## config.mk

```make
export PLATFORM = sky130hd
export DESIGN_NAME = ha_array_accumulator_flat
export DESIGN_NICKNAME = d
export VERILOG_FILES = /design/src/rtl/ha_array_pkg.sv /design/src/rtl/ha_array_accumulator_if.sv /design/src/rtl/ha_row_value.sv /design/src/rtl/ha_array_accumulator.sv /design/src/flat_wrapper.sv
export SDC_FILE = /design/constraint.sdc
export NUM_CORES = 1
export LEC_CHECK = 0
export ABC_AREA = 1
export CORE_MARGIN = 1
export CORE_UTILIZATION = 40
export CTS_BUF_LIST = sky130_fd_sc_hd__clkbuf_4
export CTS_CLUSTER_SIZE = 30
export DETAILED_ROUTE_END_ITERATION = 16
export PLACE_DENSITY_LB_ADDON = 0.08
export SETUP_SLACK_MARGIN = 0.02
export SLEW_MARGIN = 20
export SYNTH_ARGS = -nofsm -noshare
export SYNTH_HDL_FRONTEND = slang
export SYNTH_HIERARCHICAL = 1
export SYNTH_SLANG_ARGS = --single-unit
```

## constraint.sdc

```tcl
create_clock -name clk -period 6.5 [get_ports clk]
set_input_delay 0.65 -clock clk [delete_from_list [all_inputs] [get_ports clk]]
set_output_delay 0.65 -clock clk [all_outputs]
set_load 0.05 [all_outputs]
```

## src/rtl/ha_array_pkg.sv

```systemverilog
// Shared constants, state encoding and saturation helper for the ha_array accumulator.
package ha_array_pkg;

  localparam int HA_ROWS  = 4;
  localparam int HA_T_W   = 9;
  localparam int HA_B_W   = 7;
  localparam int HA_P_W   = 16;
  localparam int HA_ACC_W = 17;
  localparam int HA_ROW_W = 10;
  localparam int HA_CNT_W = 2;
  localparam int HA_FIN_W = HA_ACC_W + 1;

  typedef enum logic [1:0] {
    IDLE,
    ACC,
    DONE
  } ha_acc_state_t;

  // Clamp anything that needs more than 16 bits to all-ones.
  function automatic logic [HA_P_W-1:0] sat16(input logic [HA_FIN_W-1:0] v);
    return (|v[HA_FIN_W-1:HA_P_W]) ? {HA_P_W{1'b1}} : v[HA_P_W-1:0];
  endfunction

endpackage

```

## src/rtl/ha_array_accumulator_if.sv

```systemverilog
// Row-set input and product output handshakes of the ha_array accumulator.
interface ha_array_accumulator_if;
  import ha_array_pkg::*;

  logic              in_valid;
  logic              in_ready;
  logic [HA_T_W-1:0] ha_array_0_t;
  logic [HA_T_W-1:0] ha_array_1_t;
  logic [HA_T_W-1:0] ha_array_2_t;
  logic [HA_T_W-1:0] ha_array_3_t;
  logic [HA_B_W-1:0] ha_array_0_b;
  logic [HA_B_W-1:0] ha_array_1_b;
  logic [HA_B_W-1:0] ha_array_2_b;
  logic [HA_B_W-1:0] ha_array_3_b;
  logic              out_valid;
  logic              out_ready;
  logic [HA_P_W-1:0] out_p;
  logic              busy;

  modport master (
    output in_valid, out_ready,
    output ha_array_0_t, ha_array_1_t, ha_array_2_t, ha_array_3_t,
    output ha_array_0_b, ha_array_1_b, ha_array_2_b, ha_array_3_b,
    input  in_ready, out_valid, out_p, busy
  );

  modport slave (
    input  in_valid, out_ready,
    input  ha_array_0_t, ha_array_1_t, ha_array_2_t, ha_array_3_t,
    input  ha_array_0_b, ha_array_1_b, ha_array_2_b, ha_array_3_b,
    output in_ready, out_valid, out_p, busy
  );

endinterface

```

## src/rtl/ha_row_value.sv

```systemverilog
// Combinational value of one partial-product row: t + (b << 2), unsigned, 10 bits.
module ha_row_value
  import ha_array_pkg::*;
(
  input  logic [HA_T_W-1:0]   t_i,
  input  logic [HA_B_W-1:0]   b_i,
  output logic [HA_ROW_W-1:0] row_val_o
);

  assign row_val_o = HA_ROW_W'(t_i) + (HA_ROW_W'(b_i) << 2);

endmodule

```

## src/rtl/ha_array_accumulator.sv

```systemverilog
// Captures four ha_array rows, adds one row per cycle into a 17-bit sum, presents sat16 result.
// Optional HA_ACC_BIAS_COMP_EN adds BIAS once in the last row cycle, before saturation.
module ha_array_accumulator
  import ha_array_pkg::*;
#(
  parameter logic [HA_P_W-1:0] BIAS = 16'd128
) (
  input  logic                  clk,
  input  logic                  rst_n,
  ha_array_accumulator_if.slave bus
);

  ha_acc_state_t                   state_q, state_d;
  logic [HA_CNT_W-1:0]             cnt_q, cnt_d;
  logic [HA_ACC_W-1:0]             acc_q, acc_d;
  logic [HA_ROWS-1:0][HA_T_W-1:0]  t_q, t_d;
  logic [HA_ROWS-1:0][HA_B_W-1:0]  b_q, b_d;
  logic [HA_P_W-1:0]               p_q, p_d;

  logic [HA_T_W-1:0]   row_t;
  logic [HA_B_W-1:0]   row_b;
  logic [HA_ROW_W-1:0] row_val;
  logic [HA_ACC_W-1:0] row_shifted;
  logic [HA_ACC_W-1:0] acc_sum;
  logic [HA_FIN_W-1:0] final_sum;

  assign row_t = t_q[cnt_q];
  assign row_b = b_q[cnt_q];

  ha_row_value u_row_value (
    .t_i       (row_t),
    .b_i       (row_b),
    .row_val_o (row_val)
  );

  // Four rows peak at 86615, so the 17-bit running sum never wraps.
  assign row_shifted = HA_ACC_W'(row_val) << {cnt_q, 1'b0};
  assign acc_sum     = acc_q + row_shifted;

`ifdef HA_ACC_BIAS_COMP_EN
  assign final_sum = {1'b0, acc_sum} + HA_FIN_W'(BIAS);
`else
  logic unused_bias;
  assign unused_bias = ^BIAS;
  assign final_sum   = {1'b0, acc_sum};
`endif

  always_comb begin
    state_d = state_q;
    cnt_d   = cnt_q;
    acc_d   = acc_q;
    t_d     = t_q;
    b_d     = b_q;
    p_d     = p_q;
    unique case (state_q)
      IDLE: begin
        if (bus.in_valid) begin
          t_d[0]  = bus.ha_array_0_t;
          t_d[1]  = bus.ha_array_1_t;
          t_d[2]  = bus.ha_array_2_t;
          t_d[3]  = bus.ha_array_3_t;
          b_d[0]  = bus.ha_array_0_b;
          b_d[1]  = bus.ha_array_1_b;
          b_d[2]  = bus.ha_array_2_b;
          b_d[3]  = bus.ha_array_3_b;
          acc_d   = '0;
          cnt_d   = '0;
          state_d = ACC;
        end
      end
      ACC: begin
        acc_d = acc_sum;
        cnt_d = cnt_q + 2'd1;
        if (cnt_q == 2'd3) begin
          p_d     = sat16(final_sum);
          state_d = DONE;
        end
      end
      DONE: begin
        if (bus.out_ready) begin
          state_d = IDLE;
        end
      end
      default: state_d = IDLE;
    endcase
  end

  always_ff @(posedge clk or negedge rst_n) begin
    if (!rst_n) begin
      state_q <= IDLE;
      cnt_q   <= '0;
      acc_q   <= '0;
      t_q     <= '0;
      b_q     <= '0;
      p_q     <= '0;
    end else begin
      state_q <= state_d;
      cnt_q   <= cnt_d;
      acc_q   <= acc_d;
      t_q     <= t_d;
      b_q     <= b_d;
      p_q     <= p_d;
    end
  end

  assign bus.in_ready  = (state_q == IDLE);
  assign bus.out_valid = (state_q == DONE);
  assign bus.busy      = (state_q != IDLE);
  assign bus.out_p     = p_q;

endmodule

```

## src/flat_wrapper.sv

```systemverilog
// flat-port wrapper written by rule: the top's interface ports become plain ports
module ha_array_accumulator_flat import ha_array_pkg::*;
#(
  parameter logic [HA_P_W-1:0] BIAS = 16'd128
)
  (clk, rst_n, bus_in_valid, bus_out_ready, bus_ha_array_0_t, bus_ha_array_1_t, bus_ha_array_2_t, bus_ha_array_3_t, bus_ha_array_0_b, bus_ha_array_1_b, bus_ha_array_2_b, bus_ha_array_3_b, bus_in_ready, bus_out_valid, bus_out_p, bus_busy);
  ha_array_accumulator_if bus_i ();
  input  logic clk;
  input  logic rst_n;
  input wire logic [$bits(bus_i.in_valid)-1:0] bus_in_valid;
  input wire logic [$bits(bus_i.out_ready)-1:0] bus_out_ready;
  input wire logic [$bits(bus_i.ha_array_0_t)-1:0] bus_ha_array_0_t;
  input wire logic [$bits(bus_i.ha_array_1_t)-1:0] bus_ha_array_1_t;
  input wire logic [$bits(bus_i.ha_array_2_t)-1:0] bus_ha_array_2_t;
  input wire logic [$bits(bus_i.ha_array_3_t)-1:0] bus_ha_array_3_t;
  input wire logic [$bits(bus_i.ha_array_0_b)-1:0] bus_ha_array_0_b;
  input wire logic [$bits(bus_i.ha_array_1_b)-1:0] bus_ha_array_1_b;
  input wire logic [$bits(bus_i.ha_array_2_b)-1:0] bus_ha_array_2_b;
  input wire logic [$bits(bus_i.ha_array_3_b)-1:0] bus_ha_array_3_b;
  output wire logic [$bits(bus_i.in_ready)-1:0] bus_in_ready;
  output wire logic [$bits(bus_i.out_valid)-1:0] bus_out_valid;
  output wire logic [$bits(bus_i.out_p)-1:0] bus_out_p;
  output wire logic [$bits(bus_i.busy)-1:0] bus_busy;
  assign bus_i.in_valid = bus_in_valid;
  assign bus_i.out_ready = bus_out_ready;
  assign bus_i.ha_array_0_t = bus_ha_array_0_t;
  assign bus_i.ha_array_1_t = bus_ha_array_1_t;
  assign bus_i.ha_array_2_t = bus_ha_array_2_t;
  assign bus_i.ha_array_3_t = bus_ha_array_3_t;
  assign bus_i.ha_array_0_b = bus_ha_array_0_b;
  assign bus_i.ha_array_1_b = bus_ha_array_1_b;
  assign bus_i.ha_array_2_b = bus_ha_array_2_b;
  assign bus_i.ha_array_3_b = bus_ha_array_3_b;
  assign bus_in_ready = bus_i.in_ready;
  assign bus_out_valid = bus_i.out_valid;
  assign bus_out_p = bus_i.out_p;
  assign bus_busy = bus_i.busy;
  ha_array_accumulator #(.BIAS(BIAS)) u_core (.clk(clk), .rst_n(rst_n), .bus(bus_i));
endmodule
```

; ---- Word level (Yosys, flattened, before mapping)
; Index checks and enable logic that the tools add are counted.
[op_classes]
eq_ne = 6
magnitude_cmp = 1
n_shift = 1
muxes = 13
reduce_logical = 7
addsub = 3
[ops]
columns = cell, n
row1 = $pmux 17 s2, 1
row2 = $bmux 9 s2, 1
row3 = $add 17x17->17, 1
row4 = $mux 17, 1
row5 = $shl 10x3->17, 1
row6 = $mux 16, 1
row7 = $bmux 7 s2, 1
row8 = $add 9x9->10, 1
row9 = $mux 9, 1
row10 = $mux 2, 4
row11 = $mux 7, 1
row12 = $pmux 2 s3, 1
row13 = $reduce_and 2->1, 3
row14 = $eq 2x2->1 const B, 2
row15 = $ne 2x2->1 const B, 2
row16 = $pmux 2 s2, 1
row17 = $reduce_bool 2->1, 2
row18 = $lt 2x3->1 const B, 1
row19 = $reduce_and 3->1, 1
row20 = $add 2x1->2 const B, 1
row21 = $eq 2x1->1 const B, 1
row22 = $logic_not 2->1, 1
row23 = $ne 2x1->1 const B, 1
[totals]
inputBits = 68
wordCells = 43
out_inout_bits = 19
reg_bits = 101

; ---- Depth between registers and ports, before layout
[logic_depth]
depth_word = 6
ltp_mapped = 29
ltp_nobuf = 26

; ---- Modules after synthesis
; The synthesis kept the hierarchy.
[modules_own_cells]
columns = mod, seq_area_each_um2, cells_each, instances, area_each_um2
row1 = ha_array_accumulator, 2527.4, 755, 1, 5527.8
row2 = ha_row_value, 0.0, 54, 1, 322.8

; ---- Least setup slack after synthesis
; No wires, ideal clock.
[synth_timing]
path_type = register to register
startpoint = register u_core.cnt_q[0]
endpoint = register u_core.p_q[13] (netlist: u_core/bus.out_p[13])
arrival_time_ps = 3652
period_less_slack_ps = 3769
path_buffers = 3
path_slack_ps = 2731
setup_ps = 118
required_time_ps = 6382
path_stages_with_launch = 28
cell_sequence = dfrtp_1 -> buf_2 -> inv_1 -> clkbuf_1 -> nor2_1 -> o22ai_1 -> ha_1 -> inv_1 -> fa_1 -> nor2_1 -> nor2_1 -> xnor2_1 -> mux2i_1 -> inv_1 -> nand2_1 -> o21ai_0 -> ha_1 -> nand2_2 -> inv_1 -> a21oi_2 -> nand2_2 -> nand2_2 -> nand3_1 -> nand2_4 -> buf_8 -> nand2_2 -> nand2_1 -> nand2_1
[synth_via]
elab_chain_cells = 6
elab_cells_between_ends = 10
classes_between = add/sub: 2 / eq/ne: 1 / shift: 1 / mux: 5 / reduce/logical: 1
[synth_lines]
columns = item, line
row1 = "start, declared", ha_array_accumulator.sv:14  ; logic [HA_CNT_W-1:0] cnt_q, cnt_d;
row2 = "start signal, assigned", ha_array_accumulator.sv:98  ; cnt_q <= cnt_d;
row3 = $bmux 7 s2, ha_array_accumulator.sv:28  ; assign row_b = b_q[cnt_q];
row4 = $mux 7 (not written as such), ha_array_accumulator.sv:28
row5 = named net u_core.row_b[0], ha_array_accumulator.sv:21  ; logic [HA_B_W-1:0] row_b;
row6 = $add 9x9->10, ha_row_value.sv:10  ; assign row_val_o = HA_ROW_W'(t_i) + (HA_ROW_W'(b_i) << 2);
row7 = named net u_core.row_val[6], ha_array_accumulator.sv:22  ; logic [HA_ROW_W-1:0] row_val;
row8 = $shl 10x3->17, ha_array_accumulator.sv:37  ; assign row_shifted = HA_ACC_W'(row_val) << {cnt_q, 1'b0};
row9 = $add 17x17->17, ha_array_accumulator.sv:38  ; assign acc_sum = acc_q + row_shifted;
row10 = $mux 16, ha_array_pkg.sv:21  ; return (|v[HA_FIN_W-1:HA_P_W]) ? {HA_P_W{1'b1}} : v[HA_P_W-1:0];
row11 = "end signal, assigned", ha_array_accumulator.sv:102  ; p_q <= p_d;
row12 = "end, declared", ha_array_accumulator.sv:18  ; logic [HA_P_W-1:0] p_q, p_d;
; The timed path passes the listed nets, and every way through them passes these cells. The select of a mux whose other input is x is not followed.
; A chain may end at the register's enable or synchronous reset.

; ---- Worst setup path in the final report
[layout_timing]
startpoint = register u_core.cnt_q[0]
endpoint = register u_core.p_q[10] (netlist: u_core/bus.out_p[10])
; Same word-level chain as after synthesis.

==> out/metrics.csv <==
metric;value;unit
grt_pass1_vias;5082;
synth_seq_area_share;0.432;
setup_viol;0;
gp_congestion;0.874;
numCtsBuffers;9;
coreArea;14100;sq um
die_h;123;um
finClkSkew;34.1;ps
first_iter_violations;246;
status;completed;
startpoint_type;flop;
clock.fmax;0.216;GHz
die_w;123;um
synth_seq_cells;101;
synthesis.area;5850;sq um
drive_gt1_frac;0.0556;
grt_util_all_layers;0.209;
grt_max_degree;67;
synth_top_area_frac;0.432;
postCtsResizedCells;0;
cts_tree;yes;
worstSetupPathType;reg2reg;
ys_top_cells_by_area;dfrtp_1 (43%), nand2_1 (24%), ha_1 (5.1%), o21ai_0 (4.4%), inv_1 (4.2%);
diodes;0;
max_slew.worst_pin.slew;965;ps
antenna_found_initial;0;
initial_core_util;0.415;
clk_pin_slew_worst_paths;160;ps
design.portCount;87;
ant_nets;0;
slew_headroom;0.356;
yosysTopAreaCell;dfrtp_1;
grt_setup_unrepaired;no;
vias_per_cell;4.88;
dr_total_vias;5187;
tns;0;ps
drv_slew;0;
cap_viol_max_count;0;
post_cts_buffers;0;
reg2reg_depth;24;
port-buffer-count;86;
syn_nets;903;
layout.nets;971;
syn_avg_cell_area;7.23;sq um
cts_sinks;101;
htree_levels;3;
clk-insertion-delay-late;510;ps
finalHoldViolCount;0;
regToRegSetupSlack;1860;ps
endpoint_kind;flop;
die_area;15100;sq um
cts-root-buf;clkbuf_4;
yosysWarnings;6;
hold_path_class;in2async;
syn2layout_area_growth;18.7;%
avgRoutedWirePerCell;13.5;um
hold_ws;169;ps
crit_arrival;5040;ps
post-route-min-period;4640;ps
grt_pass1_wl;24300;um
yosysUniqueCellTypes;34;
clockBufferDepth;2;
crit_path_max_fanout;48;
rows;43;
finalCritPeriodShare;0.714;
firstDrtPassIters;4;
netlist_instances;809;
drc_errors;0;
timing.rr.end;u_core/bus.out_p[10];
holdBufCountCts;0;
grt_overflow;0;
worstPathRequired;6900;ps
drt_wl_total;14300;um
r2r_start;u_core/cnt_q[0];
hpwl;10400;um
layout make-up:
class                           count  area (sq um)
Clock buffer                        9          67.6
Clock inverter                      7          66.3
Fill cell                        1488          7150
Inverter                           70           263
Multi-Input combinational cell    604          2900
Sequential cell                   101          2530
Tap cell                          180           225
Timing Repair Buffer               91           896
layout by cell type (no fill, tap or decap), types with 9 or more instances in the layout:
| master | synthesis | routed |
|---|---|---|
| clkbuf_4 | 0 | 9 |
| a21oi_1 | 10 | 10 |
| dfrtp_1 | 101 | 101 |
| inv_1 | 66 | 65 |
| nand3_1 | 10 | 10 |
| nand2_2 | 8 | 9 |
| o22ai_1 | 17 | 17 |
| o21ai_0 | 51 | 51 |
| clkdlybuf4s50_1 | 0 | 85 |
| xnor2_1 | 9 | 9 |
| ha_1 | 24 | 24 |
| mux2i_1 | 9 | 9 |
| nand2_1 | 367 | 366 |
| nor2_1 | 59 | 59 |
state kept, by name (all words and copies together), names as in the netlist:
register / flops
u_core/b_q: 28
u_core/state_q: 2
u_core/bus.out_p: 16
u_core/acc_q: 17
u_core/t_q: 36
u_core/cnt_q: 2
worst max-delay path by stage:
stage,cells after the start,endpoint,start
final,24,u_core/bus.out_p[10],u_core/cnt_q[0]
after global routing,24,u_core/bus.out_p[10],u_core/cnt_q[0]
after CTS,24,u_core/bus.out_p[10],u_core/cnt_q[0]
after detailed placement,24,u_core/bus.out_p[10],u_core/cnt_q[0]
after global placement,25,u_core/bus.out_p[10],u_core/cnt_q[0]
after floorplan,27,u_core/bus.out_p[13],u_core/cnt_q[0]
metrics by stage:
stage	std cells	utilization	cell area [sq um]	worst slack, ps
after floorplan	809	-	5850	2730
after global placement	1046	0.483	6810	1950
after detailed placement	1046	0.483	6810	1880
after CTS	1062	0.493	6950	1850
after global routing	1062	0.493	6950	1290
final	1062	0.493	6950	1860
Yosys cell counts:
cell      number
clkinv_1       1
or2_2          7
inv_1         66
xor2_1         1
nor3_1         2
ha_1          24
nand4_1        1
o31ai_1        1
nand3_1       10
a22o_1         5
nor2_1        59
and2_1         4
o21ai_0       51
nor2_2         2
or2_1          2
a21oi_1       10
buf_4          2
a21oi_2        1
o22ai_1       17
xnor2_1        9
nand2_1      367
nand3_2        2
nand2_4        2
fa_1           2
clkbuf_1      19
mux2i_1        9
nor3_2         1
dfrtp_1      101
buf_2         12
nand2_2        8
nand3b_1       5
inv_2          3
o21ai_1        2
buf_8          1
logic make-up after synthesis:
logic type | synth area share
AO/OA/AOI/OAI | 0.0823
XOR/XNOR | 0.0150
adder cells (fa/ha/maj) | 0.0582
buffers and inverters | 0.0725
flip-flops | 0.432
multiplexers | 0.0154
AND/OR/NAND/NOR | 0.325
worst max-delay path, cell delays in order, from the launching register on:
cell	delay (ps)
dfrtp_1	390
buf_4	280
inv_1	760
o21ai_0	180
o22ai_1	280
inv_1	110
fa_1	480
nor2_1	130
nor2_1	60
xnor2_1	140
mux2i_1	140
inv_1	70
nand2_1	50
o21ai_0	100
ha_1	380
nand2_2	110
inv_1	50
a21oi_2	130
nand2_2	80
nand2_2	70
nand3_1	100
nand2_4	220
nand2_1	90
nand2_1	70
nand2_1	50
layer usage:
| layer | GRT usage | routed length (um) |
|---|---|---|
| met1 | 0.264 | 6530 |
| met4 | 0.0800 | 327 |
| met3 | 0.0429 | 498 |
| met5 | 0 | 0 |
| met2 | 0.351 | 6970 |
Power is not shown: default switching activity piles up to over one toggle a cycle in this logic, so the estimate is an artifact.
